$ cat config.mk
export PLATFORM = sky130hd
export DESIGN_NAME = bcd_counter_bank
export DESIGN_NICKNAME = d
export VERILOG_FILES = /design/src/rtl/bcd_counter_bank_pkg.sv /design/src/rtl/bcd_digit.sv /design/src/rtl/bcd_counter_bank.sv
export SDC_FILE = /design/constraint.sdc
export NUM_CORES = 1
export LEC_CHECK = 0
export ABC_CLOCK_PERIOD_IN_PS = 3300
export BUFFER_PORTS_ARGS = -buffer_cell sky130_fd_sc_hd__buf_2
export CORE_AREA = 5 5 99 101
export CTS_CLUSTER_DIAMETER = 50
export DETAILED_ROUTE_END_ITERATION = 8
export DIE_AREA = 0 0 104 106
export PLACE_DENSITY = 0.62
export REMOVE_ABC_BUFFERS = 1
export SLEW_MARGIN = 20
export SYNTH_ARGS = -nofsm -noshare
export SYNTH_HDL_FRONTEND = slang
export SYNTH_SLANG_ARGS = --single-unit
$ cat constraint.sdc
create_clock -name clk -period 3.3 [get_ports clk]
set_input_delay 0 -clock clk [delete_from_list [all_inputs] [get_ports clk]]
set_output_delay 0 -clock clk [all_outputs]
set_load 0.05 [all_outputs]
$ cat src/rtl/bcd_counter_bank_pkg.sv
// Shared constants and mode encoding for the BCD counter bank.
package bcd_counter_bank_pkg;

    localparam int          DIGIT_W = 4;
    localparam logic [3:0]  BCD_MAX = 4'd9;

    typedef enum logic [1:0] {
        MODE_SINGLE = 2'd0,
        MODE_MAX    = 2'd1,
        MODE_CARRY  = 2'd2
    } mode_e;

    // Limits above 9 are not valid BCD and behave as 9.
    function automatic logic [DIGIT_W-1:0] clamp_limit(input logic [DIGIT_W-1:0] lim);
        return (lim > BCD_MAX) ? BCD_MAX : lim;
    endfunction

endpackage

$ cat src/rtl/bcd_digit.sv
// Combinational next-value and wrap logic for one BCD digit.
module bcd_digit
    import bcd_counter_bank_pkg::*;
(
    input  logic [DIGIT_W-1:0] value,
    input  logic               up,
    input  logic               down,
    input  logic [DIGIT_W-1:0] limit,
    input  logic               use_limit,
    output logic [DIGIT_W-1:0] next,
    output logic               wrap
);

    always_comb begin
        next = value;
        wrap = 1'b0;
        if (up) begin
            if (use_limit) begin
                if (value >= limit) begin
                    next = '0;
                    wrap = 1'b1;
                end else begin
                    next = value + 4'd1;
                end
            end else if (value == BCD_MAX) begin
                next = '0;
                wrap = 1'b1;
            end else if (value > BCD_MAX) begin
                next = '0;
            end else begin
                next = value + 4'd1;
            end
        end else if (down) begin
            if (value == 4'd0) begin
                next = use_limit ? limit : BCD_MAX;
                wrap = 1'b1;
            end else if (use_limit && value > limit) begin
                next = limit;
            end else if (value > BCD_MAX) begin
                next = BCD_MAX;
            end else begin
                next = value - 4'd1;
            end
        end
    end

endmodule

$ cat src/rtl/bcd_counter_bank.sv
// Bank of up/down BCD digit counters with single, max-limit and carry-chain modes.
module bcd_counter_bank
    import bcd_counter_bank_pkg::*;
#(
    parameter  int DIGITS = 6,
    localparam int SEL_W  = (DIGITS > 1) ? $clog2(DIGITS) : 1
) (
    input  logic                    clk,
    input  logic                    reset,
    input  logic                    cnt_up,
    input  logic                    cnt_down,
    input  logic                    clear,
    input  logic [SEL_W-1:0]        digit_sel,
    input  logic [DIGIT_W*DIGITS-1:0] max_in,
    input  logic                    carry_en,
    input  logic                    max_en,
    output logic [DIGIT_W*DIGITS-1:0] cnt_out,
    output logic                    ovf
);

    logic [DIGITS-1:0][DIGIT_W-1:0] cnt_q, nxt, lim_v;
    logic [DIGITS-1:0]              act, wrap, absorb;
    logic [DIGITS:0]                en_ext;
    logic                           up_ev, dn_ev, sel_ok, prop, ovf_q;
    mode_e                          mode;

    assign lim_v = max_in;

    always_comb begin
        up_ev  = cnt_up & ~cnt_down;
        dn_ev  = cnt_down & ~cnt_up;
        sel_ok = int'(digit_sel) < DIGITS;
        if (carry_en)    mode = MODE_CARRY;
        else if (max_en) mode = MODE_MAX;
        else             mode = MODE_SINGLE;

        en_ext = '0;
        for (int j = 0; j < DIGITS; j++) en_ext[j] = lim_v[j][0];

        // Ripple decided from current values: in carry mode a digit wraps
        // exactly when it is 9 going up or 0 going down.
        act    = '0;
        absorb = '0;
        prop   = 1'b0;
        for (int j = 0; j < DIGITS; j++) begin
            act[j] = (sel_ok && (up_ev || dn_ev) && digit_sel == SEL_W'(j)) ||
                     (prop && mode == MODE_CARRY && en_ext[j]);
            prop   = act[j] && (up_ev ? (cnt_q[j] == BCD_MAX) : (cnt_q[j] == 4'd0));
            absorb[j] = (mode == MODE_CARRY) && en_ext[j+1];
        end
    end

    for (genvar g = 0; g < DIGITS; g++) begin : g_digit
        bcd_digit u_digit (
            .value     (cnt_q[g]),
            .up        (act[g] & up_ev),
            .down      (act[g] & dn_ev),
            .limit     (clamp_limit(lim_v[g])),
            .use_limit (mode == MODE_MAX),
            .next      (nxt[g]),
            .wrap      (wrap[g])
        );
    end

    always_ff @(posedge clk) begin
        if (reset || clear) begin
            cnt_q <= '0;
            ovf_q <= 1'b0;
        end else begin
            cnt_q <= nxt;
            ovf_q <= |(wrap & ~absorb);
        end
    end

    assign cnt_out = cnt_q;
    assign ovf     = ovf_q;

endmodule

**Yosys cells after proc, flatten, opt, wreduce, memory -nomap -nowiden**

Cells that the tools add are included.

- Register bits after elaboration: 25
- Bits in latches: 0
- RAM bits: 0
- Memory bits (read-only): 0
- Input bits: 34
- Output and inout bits: 25
- Logic and storage cells: 238
- Memories kept: 0

- Add/sub/neg operators: 12
- $mul: 0
- Divide/modulo/power cells: 0
- Magnitude comparators: 25
- Equality and inequality tests: 13
- Shift operators: 0
- Multiplexer cells: 109
- Bitwise logic cells: 18
- Reductions and logical operators: 54

Operators with widths:

| cell | count |
|---|---|
| $mux W4 | 66 |
| $gt A4 B4 Y1 const B | 12 |
| $mux W1 | 42 |
| $logic_and A1 B1 Y1 | 33 |
| $add A4 B1 Y4 const B | 6 |
| $eq A4 B4 Y1 const B | 6 |
| $ge A4 B4 Y1 | 6 |
| $gt A4 B4 Y1 | 6 |
| $logic_not A4 Y1 | 6 |
| $sub A4 B1 Y4 const B | 6 |
| $and A1 B1 Y1 | 14 |
| $reduce_bool A2 Y1 | 6 |
| $logic_or A1 B1 Y1 | 7 |
| $and A6 B6 Y6 | 1 |
| $eq A3 B2 Y1 const B | 2 |
| $eq A3 B3 Y1 const B | 2 |
| $not A5 Y6 | 1 |
| $reduce_or A6 Y1 | 1 |
| $eq A3 B1 Y1 const B | 1 |
| $logic_not A3 Y1 | 1 |
| $lt A3 B3 Y1 const B | 1 |
| $eq A2 B1 Y1 const B | 1 |
| $eq A2 B2 Y1 const B | 1 |
| $mux W2 | 1 |
| $not A1 Y1 | 2 |

**Depth between registers and ports, before layout**

Gate-level depths: netlist (run 1).

- Depth after elaboration: 30
- Mapped depth: 10
- Gate-level depth less buffers: 10

**Hierarchy**

A second synthesis (run 1) with hierarchy kept.

- Cells, all modules: 580
- Area, all modules: 4,636.9 sq um

By module, submodules not included:

| module | times used | cells each | area an instance (sq um) | seq. area each (sq um) |
|---|---|---|---|---|
| bcd_digit | 6 | 71 | 553.0 | 0.0 |
| bcd_counter_bank | 1 | 154 | 1,318.8 | 500.5 |

**Least setup slack after synthesis (run 1)**

OpenSTA, ideal clock, no wires.

- Path type: register to register
- From: reg cnt_q, in the netlist cnt_out[0]
- To: reg cnt_q, in the netlist cnt_out[13]
- Arrival time: 2.560 ns
- Setup slack: 0.606 ns
- Cell stages (with the launch flop): 10
- Buffers on the path: 0
- Period minus slack after synthesis: 2.694 ns
- Cells stage by stage: dfxtp_1 inv_1 ha_1 or3b_4 a2111oi_4 o211ai_2 a21oi_4 nand2_1 a211oi_1 a211oi_2

- Longest elaborated chain between the ends: 16
- Elaborated cells between the ends (all ways): 19
- Those cells by class: 1 x eq/ne; 2 x mux; 2 x bitwise; 14 x reduce/logical

RTL lines:

| item | RTL line | source |
|---|---|---|
| start: declaration | bcd_counter_bank.sv:21 | `logic [DIGITS-1:0][DIGIT_W-1:0] cnt_q, nxt, lim_v;` |
| start signal: assignment | bcd_counter_bank.sv:70 | `cnt_q <= nxt;` |
| $eq A4 B4 Y1 / $logic_not A4 Y1 (equally long branches) | bcd_counter_bank.sv:48 | `prop = act[j] && (up_ev ? (cnt_q[j] == BCD_MAX) : (cnt_q[j] == 4'd0));` |
| $mux W1 (*) | bcd_counter_bank.sv:48 |  |
| $logic_and A1 B1 Y1 (*) | bcd_counter_bank.sv:48 |  |
| $logic_and A1 B1 Y1 (*) (2 in series) | bcd_counter_bank.sv:47 | `(prop && mode == MODE_CARRY && en_ext[j]);` |
| $logic_or A1 B1 Y1 (*) | bcd_counter_bank.sv:46 | `act[j] = (sel_ok && (up_ev \|\| dn_ev) && digit_sel == SEL_W'(j)) \|\|` |
| $logic_and A1 B1 Y1 (*) | bcd_counter_bank.sv:48 |  |
| $logic_and A1 B1 Y1 (*) (2 in series) | bcd_counter_bank.sv:47 |  |
| $logic_or A1 B1 Y1 (*) | bcd_counter_bank.sv:46 |  |
| $logic_and A1 B1 Y1 (*) | bcd_counter_bank.sv:48 |  |
| $logic_and A1 B1 Y1 (*) (2 in series) | bcd_counter_bank.sv:47 |  |
| $logic_or A1 B1 Y1 (*) | bcd_counter_bank.sv:46 |  |
| $and A1 B1 Y1 (on tied branches) | bcd_counter_bank.sv:56, bcd_counter_bank.sv:57 |  |
| $mux W4 / $reduce_bool A2 Y1 (equally long branches) | -- |  |

Mark *: on every way between the ends. The rest lies on a longest branch, timed or not.
A chain may end at the register's enable or synchronous reset.

**Worst setup path after layout (run 1)**

Ends and elaborated chain as after synthesis.

==> impl_metrics.csv, run 1 <==
group,metric,value,unit
detailed_routing,wl,11200,microns
min_path,hp-class,"input pin to flop",
die,initial_core_util,42.0,%
die,io_pins,59,
synthesis,syn_inst,517,
setup_path,crit_required,3.46,ns
sta,holdWs,0.0271,ns
sta,fin_crit_sh,83.6,%
global_routing,grt_pass1_wl,18700,microns
sta,drv_slew,0,
power,p_comb_share,33.5,%
setup_path,cp-start-kind,"flop",
setup_path,reg2reg_to,"cnt_out[13]",
clocking,htree_levels,1,
power,p_sw,0.277,mW
clocking,max-clock-path-buffers,2,
synthesis,synth-seq-cells,25,
power,vdd_drop_max,0.150,mV
final_layout,utilization,46.6,%
global_routing,antenna_found_initial,0,
min_path,whs_path_depth,3,
final_layout,drive_gt1_share,17.3,%
clocking,clkSinkCount,25,
min_path,hp-start,"max_in[6]",
final_layout,seqCellArea,500,sq um
min_path,min_to,"cnt_out[6]",
clocking,clock_latency,0.28,ns
synthesis,synth-edff-count,0,
final_layout,area_growth_syn_to_layout,11.0,%
setup_path,rrSetupSlack,0.54,ns
power,power_frac_seq,40.6,%
sta,period_needed,2.76,ns
global_routing,globalRoute.totalOverflow,0,
placed_design,numPortBuffers,58,
outcome,status,"complete, no violations",
power,p_int,0.486,mW
synthesis,synth_flop_cell,"dfxtp_1",
synthesis,yosysTopAreaCell,"ha_1",
die,std_cell_rows,35,
setup_path,reg2regPathDepth,9,
synthesis,yosysMostFrequentCell,"nand2_1",
synthesis,ys.warnings.count,0,
clocking,tritoncts,"built",
die,core,8930,sq um
sta,hold_viol_final,0,
detailed_routing,drtIter0Drc,276,
setup_path,path_max_fanout,8,
clocking,numCtsBuffers,3,
synthesis,async_flop_share,0,%
power,power.density,183,nW/um^2
global_routing,grt_max_degree,21,
global_routing,grt_pass1_vias,3936,
synthesis,yosysUniqueCellTypes,79,
clocking,clock-root-buffer,"clkbuf_8",
detailed_routing,wire_per_inst,16.7,microns
synthesis,ys_top_cells_by_area,"ha_1 (15%), dfxtp_1 (13%), o21ai_0 (6.4%), nand2_1 (5.6%), a21oi_1 (4.5%)",
detailed_routing,vias_per_cell,6.25,
sta,setup_viol,0,
power,p_leak,1.81,nW
power,power,0.763,mW
final_layout,fill_cells,932,
setup_path,reg2reg_from,"cnt_out[0]",
placed_design,numPlacedInstances,668,
job,max-cap-violations,0,
clocking,cts_hold_buf,0,
placed_design,dpl.hpwl,8870,microns
detailed_routing,drtAntennaViolNets,0,
synthesis,syn-cell-area,3750,sq um
die,die_x,104,microns
synthesis,synth_area_per_cell,7.25,sq um
die,die_y,106,microns
clocking,path_clk_slew,0.11,ns
synthesis,synthTopCellsByCount,"nand2_1 (56), o21ai_0 (48), ha_1 (46)",
detailed_routing,num_vias,4199,
clocking,post_cts_buffers,0,
sta,rsz0062_at_grt,"no",
synthesis,yosysTopAreaCellShare,15.3,%
die,die_area,11000,sq um
detailed_routing,first_pass_iters,5,
power,pwr-share-clk,25.9,%
detailed_routing,drc_errors,0,
sta,worst_pin_slew,0.960,ns
final_layout,n_antenna_cell,0,
global_routing,grtUsageTotal,19.7,%
final_layout,nNetsFinal,642,
placed_design,routabilityCongestion,0.925,
final_layout,multi_input_area,3020,sq um
clocking,post_cts_resized,0,
setup_path,worstSetupEndpointType,"flop",
sta,fin_setup_tns,0,ns
sta,slew_headroom,35.8,%
final_layout,fin_cells,672,
synthesis,synth-seq-area-share,13.3,%
sta,skew,0.0113,ns
setup_path,critPathKind,"flop to flop",
setup_path,critPathArrivalTime,2.92,ns
sta,fmax,0.362,GHz
power,sw_frac_of_total,36.4,%
-- cell usage in the layout, fill, tap and decap left out, types with 4 or more instances in the layout --
cell type / instances
nand4_1: 9
or2_2: 4
a41oi_1: 4
a211oi_2: 5
o211ai_1: 4
o311a_1: 4
mux2i_1: 5
inv_1: 35
a22oi_1: 5
nand3_1: 17
a211oi_1: 8
and3_1: 6
nor2_1: 26
dfxtp_1: 25
o32ai_1: 5
o21ai_1: 4
or3_1: 5
buf_4: 4
buf_2: 58
nand2b_1: 14
a31oi_1: 6
nor2b_1: 7
o21ai_0: 48
a21oi_1: 34
a311oi_1: 4
nand2_1: 56
nor3b_1: 8
o21bai_1: 6
o21a_1: 4
o22ai_1: 6
ha_1: 46
nor3_1: 14
-- flip-flops by register name, indices dropped and copies added (netlist names) --
signal and flops:
ovf 1, cnt_out 24
-- worst max path at each step --
stage | start | end | depth (start not counted)
2_1_floorplan | cnt_out[0] | cnt_out[13] | 9
3_5_place_dp | cnt_out[0] | cnt_out[13] | 9
5_1_grt | cnt_out[0] | cnt_out[13] | 9
4_1_cts | cnt_out[0] | cnt_out[13] | 9
3_3_place_gp | cnt_out[0] | cnt_out[13] | 9
6_report | cnt_out[0] | cnt_out[13] | 9
-- critical path: stages (launching register included) --
cell and delay (ns):
dfxtp_1 0.40, inv_1 0.13, ha_1 0.20, or3b_4 0.40
a2111oi_4 0.55, o211ai_2 0.20, a21oi_4 0.26, nand2_1 0.17
a211oi_1 0.25, a211oi_2 0.08
-- power groups by stage --
stage | registers, mW | logic (mW) | clock network (mW)
finish | 0.310 | 0.255 | 0.198
global placement | 0.317 | 0.246 | 0
floorplan | 0.324 | 0.160 | 0
detailed placement | 0.317 | 0.251 | 0
global route | 0.311 | 0.282 | 0.217
CTS | 0.310 | 0.252 | 0.206
-- metal layers --
metal | track usage, % | vias up | share of wire (%)
li1 | - | 2043 | -
met1 | 26.7 | 1983 | 45
met2 | 32.6 | 159 | 46
met3 | 3.52 | 14 | 6.8
met4 | 4.63 | 0 | 1.4
met5 | 0 | - | 0
-- final cells by class --
cell class | instances | share of cell area [%]
Tap cell | 111 | 3.34
Timing Repair Buffer | 62 | 7.69
Inverter | 36 | 3.25
Multi-Input combinational cell | 434 | 72.5
Clock buffer | 3 | 0.992
Clock inverter | 1 | 0.180
Sequential cell | 25 | 12.0
-- stage by stage --
| step | instance area [sq um] | setup WS, ns |
|---|---|---|
| 2_1_floorplan | 3660 | 0.596 |
| 3_3_place_gp | 4120 | 0.653 |
| 3_5_place_dp | 4120 | 0.568 |
| 4_1_cts | 4160 | 0.540 |
| 5_1_grt | 4160 | 0.359 |
| 6_report | 4160 | 0.540 |
-- kinds of logic (layout without fill, tap and decap cells) --
group / after synthesis / count (layout) / synth area share [%]
DFF: 25 / 25 / 13.3
buffers and inverters: 58 / 102 / 6.11
muxes: 7 / 7 / 2.04
AOI/OAI and AO/OA: 191 / 191 / 36.6
and+or+nand+nor: 185 / 185 / 25.4
adders and majority gates: 46 / 46 / 15.3
xor gates and xnor gates: 5 / 5 / 1.17
(Power assumes the default switching activity.)
==> inputs of run 2 (changes only) <==
--- a/config.mk
+++ b/config.mk
@@ -5,13 +5,13 @@
 export SDC_FILE = /design/constraint.sdc
 export NUM_CORES = 1
 export LEC_CHECK = 0
-export ABC_CLOCK_PERIOD_IN_PS = 3300
+export ABC_CLOCK_PERIOD_IN_PS = 2400
 export BUFFER_PORTS_ARGS = -buffer_cell sky130_fd_sc_hd__buf_2
 export CORE_AREA = 5 5 99 101
 export CTS_CLUSTER_DIAMETER = 50
 export DETAILED_ROUTE_END_ITERATION = 8
 export DIE_AREA = 0 0 104 106
-export PLACE_DENSITY = 0.62
+export PLACE_DENSITY = 0.65
 export REMOVE_ABC_BUFFERS = 1
 export SLEW_MARGIN = 20
 export SYNTH_ARGS = -nofsm -noshare
==> constraint.sdc (replaced) <==
create_clock -name clk -period 2.4 [get_ports clk]
set_input_delay 0 -clock clk [delete_from_list [all_inputs] [get_ports clk]]
set_output_delay 0 -clock clk [all_outputs]
set_load 0.05 [all_outputs]
==> run 2 against run 1 <==
The flow now finishes with violations (setup timing). Routed wire length increased by 7.4%. Sequential share of layout area down 1.4 points. Worst hold slack about the same. First-iteration DRC count grew 1.1%. Sequential cell count did not move. Critical path type unchanged. Largest power group unchanged. Highest routed layer unchanged.
==> impl_metrics.csv, run 2 (same netlist as run 1, synthesis figures left out) <==
group,metric,value,unit
outcome,status,"finished, violations left",
outcome,violations,"setup timing",
detailed_routing,drtIter0Drc,279,
setup_path,endpoint,"cnt_out[14]",
sta,fmax,0.408,GHz
detailed_routing,wl,12100,microns
clocking,htree_levels,1,
clocking,clock-root-buffer,"clkbuf_8",
setup_path,path_max_fanout,6,
final_layout,area_growth_syn_to_layout,26.9,%
detailed_routing,drtAntennaViolNets,0,
setup_path,reg2regPathDepth,10,
final_layout,largest_reg_flops,24,
die,die_x,104,microns
die,core,8930,sq um
placed_design,numPortBuffers,58,
detailed_routing,first_pass_iters,5,
placed_design,place_area,4540,sq um
global_routing,antenna_found_initial,0,
setup_path,critPathKind,"flop to flop",
detailed_routing,drc_errors,0,
clocking,clkSinkCount,25,
setup_path,reg2reg_to,"cnt_out[14]",
global_routing,grtUsageTotal,20.8,%
clocking,max-clock-path-buffers,2,
sta,setup_slack,-0.0519,ns
min_path,hp-start,"max_in[6]",
die,io_pins,59,
final_layout,drive_gt1_share,29.0,%
detailed_routing,num_vias,4447,
die,initial_core_util,42.0,%
global_routing,grt_pass1_wl,19700,microns
setup_path,rrSetupSlack,-0.05,ns
clocking,cts_hold_buf,0,
final_layout,final_common_cell,"buf_4",
final_layout,nNetsFinal,702,
job,max-cap-violations,0,
detailed_routing,vias_per_cell,6.08,
die,die_area,11000,sq um
sta,fin_setup_tns,-0.187,ns
setup_path,cp-startpoint,"cnt_out[1]",
clocking,tritoncts,"built",
setup_path,cp-start-kind,"flop",
sta,skew,0.00396,ns
detailed_routing,wire_per_inst,16.5,microns
clocking,clock_latency,0.29,ns
final_layout,n_antenna_cell,0,
power,power.density,235,nW/um^2
setup_path,worstSetupEndpointType,"flop",
global_routing,grt_pass1_vias,4297,
setup_path,crit_required,2.55,ns
die,std_cell_rows,35,
sta,slew_headroom,36.8,%
clocking,path_clk_slew,0.11,ns
sta,setup_viol,8,
placed_design,dpl.hpwl,9550,microns
sta,drv_slew,0,
sta,period_needed,2.45,ns
global_routing,grt_max_degree,21,
power,vdd_drop_max,0.204,mV
placed_design,routabilityCongestion,0.911,
final_layout,final_cell_mix,"buf_4 (62), buf_2 (58), nand2_1 (55)",
die,die_y,106,microns
sta,hold_viol_final,0,
power,p_leak,2.15,nW
sta,fin_crit_sh,102,%
setup_path,reg2reg_from,"cnt_out[1]",
min_path,hp-class,"input pin to flop",
sta,rsz0062_at_grt,"yes",
clocking,numCtsBuffers,3,
global_routing,globalRoute.totalOverflow,0,
final_layout,final_cell_area,4760,sq um
sta,worst_pin_slew,0.945,ns
setup_path,critPathArrivalTime,2.61,ns
[run 2: worst max-delay path, cell delays in order, from the launching register on]
cell	delay, ns
dfxtp_2	0.34
inv_2	0.08
ha_4	0.13
or3b_4	0.38
a2111oi_4	0.49
o211ai_2	0.17
buf_4	0.17
a21oi_4	0.15
nand2_2	0.13
o21ai_0	0.19
a21oi_1	0.10
[run 2: timing repair]
item / 4_1_cts / 5_1_grt
buffers inserted: 0 / 5
hold endpoints to repair: 0 / 0
pin swaps: 1 / 17
gates resized for setup: 0 / 35
setup endpoints to repair: 9 / 20
[run 2: through the flow]
| stage | setup WS (ns) | hold WS [ns] | utilization (%) | cells | power, mW |
|---|---|---|---|---|---|
| after floorplan | -0.304 | 0.185 | - | 495 | 0.666 |
| after global routing | -0.161 | 0.0443 | 53.3 | 732 | 1.17 |
| final | -0.0519 | 0.0274 | 53.3 | 732 | 1.12 |
| after CTS | 0.000597 | 0.0370 | 51.3 | 727 | 1.10 |
| after global placement | -0.00386 | 0.344 | 50.8 | 723 | 0.802 |
| after detailed placement | -0.0112 | 0.334 | 50.8 | 723 | 0.812 |
[run 2: where the power goes]
part | internal (mW) | switching (mW) | leakage (nW)
Sequential | 0.418 | 0.00290 | 0.203
Clock | 0.117 | 0.172 | 0.0255
Combinational | 0.163 | 0.244 | 1.92
Total | 0.698 | 0.419 | 2.15
[run 2: cell type report]
| class | instances | area, sq um |
|---|---|---|
| clock buffer | 3 | 41.3 |
| sequential | 25 | 504 |
| clock inverter | 1 | 5.00 |
| multi-input combinational | 434 | 3150 |
| inverter | 36 | 135 |
| fill | 852 | 4180 |
| tap | 111 | 139 |
| timing repair buffer | 122 | 787 |
[run 2: worst min path at each step]
| stage | endpoint | slack (ns) | cells past startpoint |
|---|---|---|---|
| floorplan | cnt_out[6] | 0.19 | 2 |
| global placement | cnt_out[6] | 0.34 | 3 |
| detailed placement | cnt_out[6] | 0.33 | 3 |
| CTS | cnt_out[6] | 0.04 | 3 |
| global route | cnt_out[6] | 0.04 | 3 |
| finish | cnt_out[6] | 0.03 | 3 |
[run 2: per-layer routing]
layer  routed length (microns)  up-vias  part of all wire [%]  GRT usage [%]
li1                          -     2160                     -              -
met3                       821       22                   6.8           2.00
met4                       208        0                   1.7           5.74
met5                         0        -                     0              0
met2                      5730      186                    47           36.3
met1                      5310     2079                    44           27.2
